==> src/rtl/calc_alu_seq_if.sv <==
// Operand/result bus for calc_alu_seq.
// Handshake: a beat transfers on a rising clk edge where valid && ready are
// both high; the sender holds its payload stable from raising valid until that
// edge, and ready may not depend combinationally on valid.
interface calc_alu_seq_if #(
  parameter int WIDTH = 6
);
  logic             in_valid;
  logic             in_ready;
  logic [1:0]       op;
  logic [WIDTH-1:0] a;
  logic [WIDTH-1:0] b;
  logic             acc_clr;
  logic             out_valid;
  logic             out_ready;
  logic [WIDTH-1:0] result;
  logic             carry;
  logic             ovf;
  logic             zero;
  logic [WIDTH-1:0] acc;

  modport master (
    output in_valid, op, a, b, acc_clr, out_ready,
    input  in_ready, out_valid, result, carry, ovf, zero, acc
  );

  modport slave (
    input  in_valid, op, a, b, acc_clr, out_ready,
    output in_ready, out_valid, result, carry, ovf, zero, acc
  );
endinterface

==> src/rtl/calc_alu_seq.sv <==
// Registered add/sub/accumulate/multiply unit. ADD/SUB/ACC complete on the
// transfer edge; MUL is a WIDTH-cycle shift-add. Results and flags are held
// in DONE until the consumer takes them.
module calc_alu_seq #(
  parameter int WIDTH = 6
) (
  input  logic                clk,
  input  logic                rst_n,
  calc_alu_seq_if.slave       bus,
  output logic [1:0]          dbg_state
);
  localparam int CW  = $clog2(WIDTH + 1);
  localparam int MSB = WIDTH - 1;

  localparam logic [1:0] OP_ADD = 2'b00;
  localparam logic [1:0] OP_SUB = 2'b01;
  localparam logic [1:0] OP_ACC = 2'b10;
  localparam logic [1:0] OP_MUL = 2'b11;

  typedef enum logic [1:0] {
    S_IDLE = 2'd0,
    S_MUL  = 2'd1,
    S_DONE = 2'd2
  } state_t;

  state_t state, state_next;

  logic [2*WIDTH-1:0] mcand;
  logic [2*WIDTH-1:0] product;
  logic [2*WIDTH-1:0] product_next;
  logic [WIDTH-1:0]   mplier;
  logic [CW-1:0]      cnt;

  logic [WIDTH-1:0]   result_r;
  logic               carry_r;
  logic               ovf_r;
  logic               zero_r;
  logic [WIDTH-1:0]   acc_r;

  logic               accept;
  logic               mul_last;
  logic [WIDTH-1:0]   acc_base;
  logic [WIDTH:0]     alu_sum;
  logic [WIDTH-1:0]   alu_res;
  logic               alu_carry;
  logic               alu_ovf;

  assign accept   = bus.in_valid && (state == S_IDLE);
  assign mul_last = (state == S_MUL) && (cnt == CW'(WIDTH - 1));

  // Single-cycle ALU for ADD/SUB/ACC; a clear coinciding with ACC adds onto zero.
  always_comb begin
    acc_base  = bus.acc_clr ? '0 : acc_r;
    alu_sum   = '0;
    alu_carry = 1'b0;
    alu_ovf   = 1'b0;
    case (bus.op)
      OP_ADD: begin
        alu_sum   = {1'b0, bus.a} + {1'b0, bus.b};
        alu_carry = alu_sum[WIDTH];
        alu_ovf   = (bus.a[MSB] == bus.b[MSB]) && (alu_sum[MSB] != bus.a[MSB]);
      end
      OP_SUB: begin
        alu_sum   = {1'b0, bus.a} - {1'b0, bus.b};
        alu_carry = alu_sum[WIDTH];
        alu_ovf   = (bus.a[MSB] != bus.b[MSB]) && (alu_sum[MSB] != bus.a[MSB]);
      end
      OP_ACC: begin
        alu_sum   = {1'b0, acc_base} + {1'b0, bus.a};
        alu_carry = alu_sum[WIDTH];
        alu_ovf   = (acc_base[MSB] == bus.a[MSB]) && (alu_sum[MSB] != acc_base[MSB]);
      end
      default: begin
        alu_sum   = '0;
      end
    endcase
    alu_res = alu_sum[WIDTH-1:0];
  end

  // Partial product after this cycle's conditional add.
  always_comb begin
    product_next = product + (mplier[0] ? mcand : '0);
  end

  // State register.
  always_ff @(posedge clk or negedge rst_n) begin
    if (!rst_n) state <= S_IDLE;
    else        state <= state_next;
  end

  // Next-state and handshake outputs.
  always_comb begin
    state_next    = state;
    bus.in_ready  = 1'b0;
    bus.out_valid = 1'b0;
    case (state)
      S_IDLE: begin
        bus.in_ready = 1'b1;
        if (bus.in_valid) state_next = (bus.op == OP_MUL) ? S_MUL : S_DONE;
      end
      S_MUL: begin
        if (mul_last) state_next = S_DONE;
      end
      S_DONE: begin
        bus.out_valid = 1'b1;
        if (bus.out_ready) state_next = S_IDLE;
      end
      default: state_next = S_IDLE;
    endcase
  end

  // Multiplier iteration and result/flag capture; results change only on completion.
  always_ff @(posedge clk or negedge rst_n) begin
    if (!rst_n) begin
      mcand    <= '0;
      mplier   <= '0;
      product  <= '0;
      cnt      <= '0;
      result_r <= '0;
      carry_r  <= 1'b0;
      ovf_r    <= 1'b0;
      zero_r   <= 1'b0;
    end else if (accept) begin
      if (bus.op == OP_MUL) begin
        mcand   <= {{WIDTH{1'b0}}, bus.a};
        mplier  <= bus.b;
        product <= '0;
        cnt     <= '0;
      end else begin
        result_r <= alu_res;
        carry_r  <= alu_carry;
        ovf_r    <= alu_ovf;
        zero_r   <= (alu_res == '0);
      end
    end else if (state == S_MUL) begin
      product <= product_next;
      mcand   <= mcand << 1;
      mplier  <= mplier >> 1;
      cnt     <= cnt + CW'(1);
      if (mul_last) begin
        result_r <= product_next[WIDTH-1:0];
        carry_r  <= |product_next[2*WIDTH-1:WIDTH];
        ovf_r    <= |product_next[2*WIDTH-1:WIDTH];
        zero_r   <= (product_next[WIDTH-1:0] == '0);
      end
    end
  end

  // Accumulator: an accepted ACC writes its sum, otherwise acc_clr zeroes it.
  always_ff @(posedge clk or negedge rst_n) begin
    if (!rst_n)                             acc_r <= '0;
    else if (accept && (bus.op == OP_ACC))  acc_r <= alu_res;
    else if (bus.acc_clr)                   acc_r <= '0;
  end

  assign bus.result = result_r;
  assign bus.carry  = carry_r;
  assign bus.ovf    = ovf_r;
  assign bus.zero   = zero_r;
  assign bus.acc    = acc_r;
  assign dbg_state  = state;
endmodule

==> src/flat_wrapper.sv <==
// flat-port wrapper written by rule: the top's interface ports become plain ports
module calc_alu_seq_flat 
#(
  parameter int WIDTH = 6
)
  (clk, rst_n, dbg_state, bus_in_valid, bus_op, bus_a, bus_b, bus_acc_clr, bus_out_ready, bus_in_ready, bus_out_valid, bus_result, bus_carry, bus_ovf, bus_zero, bus_acc);
  calc_alu_seq_if #(.WIDTH(WIDTH)) bus_i ();
  input  logic clk;
  input  logic rst_n;
  output logic [1:0] dbg_state;
  input wire logic [$bits(bus_i.in_valid)-1:0] bus_in_valid;
  input wire logic [$bits(bus_i.op)-1:0] bus_op;
  input wire logic [$bits(bus_i.a)-1:0] bus_a;
  input wire logic [$bits(bus_i.b)-1:0] bus_b;
  input wire logic [$bits(bus_i.acc_clr)-1:0] bus_acc_clr;
  input wire logic [$bits(bus_i.out_ready)-1:0] bus_out_ready;
  output wire logic [$bits(bus_i.in_ready)-1:0] bus_in_ready;
  output wire logic [$bits(bus_i.out_valid)-1:0] bus_out_valid;
  output wire logic [$bits(bus_i.result)-1:0] bus_result;
  output wire logic [$bits(bus_i.carry)-1:0] bus_carry;
  output wire logic [$bits(bus_i.ovf)-1:0] bus_ovf;
  output wire logic [$bits(bus_i.zero)-1:0] bus_zero;
  output wire logic [$bits(bus_i.acc)-1:0] bus_acc;
  assign bus_i.in_valid = bus_in_valid;
  assign bus_i.op = bus_op;
  assign bus_i.a = bus_a;
  assign bus_i.b = bus_b;
  assign bus_i.acc_clr = bus_acc_clr;
  assign bus_i.out_ready = bus_out_ready;
  assign bus_in_ready = bus_i.in_ready;
  assign bus_out_valid = bus_i.out_valid;
  assign bus_result = bus_i.result;
  assign bus_carry = bus_i.carry;
  assign bus_ovf = bus_i.ovf;
  assign bus_zero = bus_i.zero;
  assign bus_acc = bus_i.acc;
  calc_alu_seq #(.WIDTH(WIDTH)) u_core (.clk(clk), .rst_n(rst_n), .bus(bus_i), .dbg_state(dbg_state));
endmodule
==> config.mk <==
export PLATFORM = sky130hd
export DESIGN_NAME = calc_alu_seq_flat
export DESIGN_NICKNAME = d
export VERILOG_FILES = /design/src/rtl/calc_alu_seq_if.sv /design/src/rtl/calc_alu_seq.sv /design/src/flat_wrapper.sv
export SDC_FILE = /design/constraint.sdc
export NUM_CORES = 1
export LEC_CHECK = 0
export BUFFER_PORTS_ARGS = -buffer_cell sky130_fd_sc_hd__buf_2
export CORE_MARGIN = 2
export CORE_UTILIZATION = 25
export DETAILED_ROUTE_END_ITERATION = 12
export GPL_TIMING_DRIVEN = 1
export PLACE_DENSITY = 0.39
export SLEW_MARGIN = 20
export SYNTH_ARGS = -nofsm -noshare
export SYNTH_HDL_FRONTEND = slang
export SYNTH_SLANG_ARGS = --single-unit
==> constraint.sdc <==
create_clock -name clk -period 7.5 [get_ports clk]
set_input_delay 1.5 -clock clk [delete_from_list [all_inputs] [get_ports clk]]
set_output_delay 1.5 -clock clk [all_outputs]
set_load 0.05 [all_outputs]
# --- After elaboration in Yosys (flattened, before gate mapping) ---
# Index checks and enable logic that the tools add are counted.
totals:
  ff_bits: 50
  output_inout_bits: 19
  word_cells: 87
op_classes:
  addsub: 5
  n_eq_ne: 17
  n_mux: 39
  n_reduce_logical: 16
ops:
  columns: ["operator", "n"]
  rows:
  - ["$mux W12", 7]
  - ["$mux W6", 9]
  - ["$pmux W6 S3", 1]
  - ["$add A6 B6 Y7", 2]
  - ["$add A12 B12 Y12", 1]
  - ["$logic_not A6 Y1", 2]
  - ["$mux W1", 12]
  - ["$mux W3", 3]
  - ["$mux W2", 4]
  - ["$ne A2 B2 Y1 const B", 4]
  - ["$sub A6 B6 Y7", 1]
  - ["$eq A2 B2 Y1 const B", 3]
  - ["$logic_and A1 B1 Y1", 6]
  - ["$pmux W1 S3", 2]
  - ["$pmux W2 S3", 1]
  - ["$reduce_and A3 Y1", 2]
  - ["$reduce_or A6 Y1", 1]
  - ["$eq A2 B1 Y1 const B", 2]
  - ["$logic_not A2 Y1", 2]
  - ["$ne A1 B1 Y1", 4]
  - ["$reduce_bool A2 Y1", 2]
  - ["$add A3 B1 Y3 const B", 1]
  - ["$eq A3 B3 Y1 const B", 1]
  - ["$eq A1 B1 Y1", 2]
  - ["other kinds (2)", 2]

# --- Depth between registers and ports, before layout ---
logic_depth:
  ltp_word: 7
  depth_mapped: 11
  depth_no_buf: 11

# --- Worst setup path after synthesis ---
# No wires, ideal clock.
synth_path:
  path_type: "in2reg"
  start: "in bus_acc_clr"
  end: "reg u_core.result_r[5] (netlist: u_core.bus.result[5])"
  arrival_ns: 3.302
  path_slack_ns: 4.077
  stages: 8
  n_path_buf: 0
  path_cell_list: "nor2b_1 > ha_1 > a211oi_1 > nor2_1 > o21ai_1 > o31ai_1 > or4_1 > a22o_1"
synth_via:
  elab_chain_len: 5
synth_lines:
  columns: ["item", "line_no", "text"]
  rows:
  - ["start: declaration", "flat_wrapper.sv:15", "input wire logic [$bits(bus_i.acc_clr)-1:0] bus_acc_clr;"]
  - ["$mux W6", null, null]
  - ["$add A6 B6 Y7", "calc_alu_seq.sv:69", "alu_sum = {1'b0, acc_base} + {1'b0, bus.a};"]
  - ["$pmux W6 S3", "calc_alu_seq.sv:57", "case (bus.op)"]
  - ["$mux W6", "calc_alu_seq.sv:124", "if (bus.op == OP_MUL) begin"]
  - ["$mux W6", "calc_alu_seq.sv:123", "end else if (accept) begin"]
  - ["end signal: assignment", "calc_alu_seq.sv:130", "result_r <= alu_res;"]
  - ["end signal: assignment", "calc_alu_seq.sv:141", "result_r <= product_next[WIDTH-1:0];"]
  - ["end: declaration", "calc_alu_seq.sv:34", "logic [WIDTH-1:0] result_r;"]
# No other way between the ends. The select of a mux whose other input is x is not followed.
# A chain may end at the register's enable or synchronous reset.

# --- Worst setup path in the final report ---
layout_path:
  start: "in bus_acc_clr"
  end: "reg u_core.zero_r (netlist: u_core.bus.zero)"
layout_via:
  elab_chain_len: 6
layout_lines:
  columns: ["item", "line_no", "text"]
  rows:
  - ["$mux W6", null, null]
  - ["$add A6 B6 Y7", "calc_alu_seq.sv:69", null]
  - ["$pmux W6 S3", "calc_alu_seq.sv:57", null]
  - ["$logic_not A6 Y1", "calc_alu_seq.sv:133", "zero_r <= (alu_res == '0);"]
  - ["$mux W1", "calc_alu_seq.sv:124", null]
  - ["$mux W1", "calc_alu_seq.sv:123", null]
  - ["end signal: assignment", "calc_alu_seq.sv:133", null]
  - ["end signal: assignment", "calc_alu_seq.sv:144", "zero_r <= (product_next[WIDTH-1:0] == '0);"]
  - ["end: declaration", "calc_alu_seq.sv:37", "logic zero_r;"]
# No other way between the ends. The select of a mux whose other input is x is not followed.

==> impl_metrics.env <==
export IMPL_path_depth=11
export IMPL_cpLargestDelayFamily="simple AND/OR/NAND/NOR gates"
export IMPL_netlist_top_cells_count="nand2_1 (77), dfrtp_1 (50), nor2_1 (33)"
export IMPL_cp_start_kind="input port"
export IMPL_port_buffers=37
export IMPL_worst_r2r_path_depth=10
export IMPL_nets=516
export IMPL_period_needed_ns=3.74
export IMPL_yosysTopAreaCellShare_pct=34.1
export IMPL_finalHoldViolations=0
export IMPL_crit_fanout=6
export IMPL_totalWireLength_um=10500
export IMPL_syn_num_nets=484
export IMPL_antennaDiodeCount=0
export IMPL_drive_gt1_share_pct=13.6
export IMPL_fp_dieW_um=125
export IMPL_slowest_stage="nor3_1"
export IMPL_setup_ws_ns=3.76
export IMPL_post_dp_hpwl_um=7800
export IMPL_endpoint="u_core.bus.zero"
export IMPL_synth_area_per_cell_um2=8.54
export IMPL_cts_sinks=50
export IMPL_start_util_pct=25.5
export IMPL_yosysMostFrequentCell="nand2_1"
export IMPL_routabilityCongestion=0.821
export IMPL_final_max_slew_viol_count=0
export IMPL_rows=44
export IMPL_netlist_top_cell_by_area="dfrtp_1"
export IMPL_yosysSeqAreaShare_pct=34.1
export IMPL_r2r_setup_slack_ns=4.28
export IMPL_drtIter0Drc=203
export IMPL_synth_area_um2=3670
export IMPL_clk_latency_ns=0.30
export IMPL_cp_required_ns=7.70
export IMPL_yosys_warnings=0
export IMPL_crit_buf_inv=1
export IMPL_whs_ns=0.478
export IMPL_clk_pin_slew_worst_paths_ns=0.07
export IMPL_postCtsSetupBuffers=0
export IMPL_crit_chain="buf_2 > nor2b_1 > ha_1 > fa_1 > a21o_1 > a21oi_1 > xor2_1 > nor2_1 > nor3_1 > nand4_1 > o31ai_2"
export IMPL_wire_per_inst_um=16.2
export IMPL_grt_overflow_total=0
export IMPL_fp_dieH_um=125
export IMPL_syn_to_final_growth_pct=14.9
export IMPL_worstMarginPinSlew_ns=0.898
export IMPL_dp_slack_ns=3.52
export IMPL_antenna_found_initial=0
export IMPL_arrival_ns=3.95
export IMPL_grt_pass1_vias=3007
export IMPL_finalPower_mw=1.39
export IMPL_drt_pass1_iterations=4
export IMPL_grt_setup_unrepaired="false"
export IMPL_end_kind="flip-flop"
export IMPL_fin_tns_setup_ns=0
export IMPL_cts_root_buf="clkbuf_16"
export IMPL_slowest_delay_ns=0.48
export IMPL_synth_edf_count=0
export IMPL_tritoncts="yes"
export IMPL_ys_flop_type="dfrtp_1"
export IMPL_finClkSkew_ns=0.0105
export IMPL_grt_max_degree=51
export IMPL_antenna_left=0
export IMPL_cts_resized=0
export IMPL_ioPinCount=38
export IMPL_ys_types=62
export IMPL_min_path_type="flip-flop to flip-flop"
export IMPL_hold_buffers=0
export IMPL_setup_viol=0
export IMPL_core_area_um2=14400
export IMPL_vias=3108
export IMPL_grt_pass1_wl_um=16800
export IMPL_p_leak_nw=1.99
export IMPL_max_freq_mhz=267
export IMPL_path_class="input port to flip-flop"
export IMPL_synthArstFlopShare_pct=100
export IMPL_worstReg2RegEnd="u_core.bus.ovf"
export IMPL_maxCapViolCount=0
export IMPL_grtUsageTotal_pct=13.4
export IMPL_max_slew_margin_pct=40.1
export IMPL_viasPerCell=4.81
export IMPL_peakVddDrop_mv=0.0998
export IMPL_netlist_instances=430
export IMPL_ys_seq_elements=50
export IMPL_cts_path_max_buffers=2
export IMPL_drc=0
export IMPL_cts_buffers=5
export IMPL_power_density_nw_per_um2=329
export IMPL_crit_start="bus_acc_clr"
export IMPL_cts_max_level=2
export IMPL_fin_crit_sh_pct=49.9
export IMPL_worstReg2RegStart="u_core.mplier[0]"
export IMPL_synthTopCellsByArea="dfrtp_1 (34%), ha_1 (11%), nand2_1 (7.9%)"
export IMPL_dieArea_um2=15700
export IMPL_status="finished clean"
layout make-up:
| type | count | area (um2) |
|---|---|---|
| fill | 1538 | 10200 |
| multi-input combinational | 350 | 2300 |
| sequential | 50 | 1250 |
| tap | 184 | 230 |
| timing repair buffer | 41 | 215 |
| clock buffer | 6 | 139 |
| inverter | 14 | 52.6 |
| clock inverter | 1 | 30.0 |
logic make-up after synthesis:
kind of cell / synth area share [%]
DFF: 34.1
and+or+nand+nor: 21.6
xor gates and xnor gates: 3.82
adders and majority gates: 12.7
buffers and inverters: 3.31
muxes: 1.70
AOI/OAI and AO/OA: 22.8
worst min path at each step:
stage	cells after the start	to	startpoint
2_1_floorplan	2	u_core.mplier[1]	u_core.mplier[1]
3_3_place_gp	2	u_core.mplier[3]	u_core.mplier[3]
3_5_place_dp	2	u_core.mplier[3]	u_core.mplier[3]
5_1_grt	2	u_core.mplier[3]	u_core.mplier[3]
4_1_cts	2	u_core.mplier[3]	u_core.mplier[3]
6_report	2	u_core.mplier[3]	u_core.mplier[3]
where the power goes:
part / internal, mW / total [mW] / switching (mW)
Combinational: 0.219 / 0.667 / 0.447
Clock: 0.165 / 0.268 / 0.103
Sequential: 0.375 / 0.453 / 0.0773
metrics by stage:
step	util (%)	cells	area (um2)
CTS	29.2	646	4220
global placement	28.1	639	4050
detailed placement	28.1	639	4050
floorplan	-	430	3670
global route	29.2	646	4220
finish	29.2	646	4220
registers in the layout, summed over array words and instances, names as in the netlist:
register / flops
u_core.bus.acc: 6
u_core.product: 12
u_core.dbg_state: 2
u_core.bus.result: 6
u_core.bus.ovf: 1
u_core.mplier: 6
u_core.bus.zero: 1
u_core.cnt: 3
u_core.mcand: 12
u_core.bus.carry: 1
worst min-delay path, stage by stage, from the launching register on:
cell	delay (ns)
dfrtp_1	0.34
nand2_1	0.05
nand2_1	0.05
metal layers:
layer  vias to the layer above  track usage, %  wire, um
met5                         -               0         0
met2                        55            21.0      4710
met3                         9            1.41       252
met4                         0            3.53       149
met1                      1446            19.8      5350
li1                       1598               -         -
cell usage in the layout (no fill, tap or decap), drive strengths merged, types with 7 or more instances in the layout:
| master | count |
|---|---|
| nor3 | 9 |
| inv | 14 |
| nor2b | 10 |
| ha | 31 |
| buf | 41 |
| o22ai | 8 |
| o21ai | 33 |
| a21o | 7 |
| dfrtp | 50 |
| nor2 | 33 |
| and2 | 13 |
| xor2 | 11 |
| a21oi | 25 |
| nand2 | 77 |
| a31oi | 7 |
No activity file was read; power rests on OpenSTA's default activity.
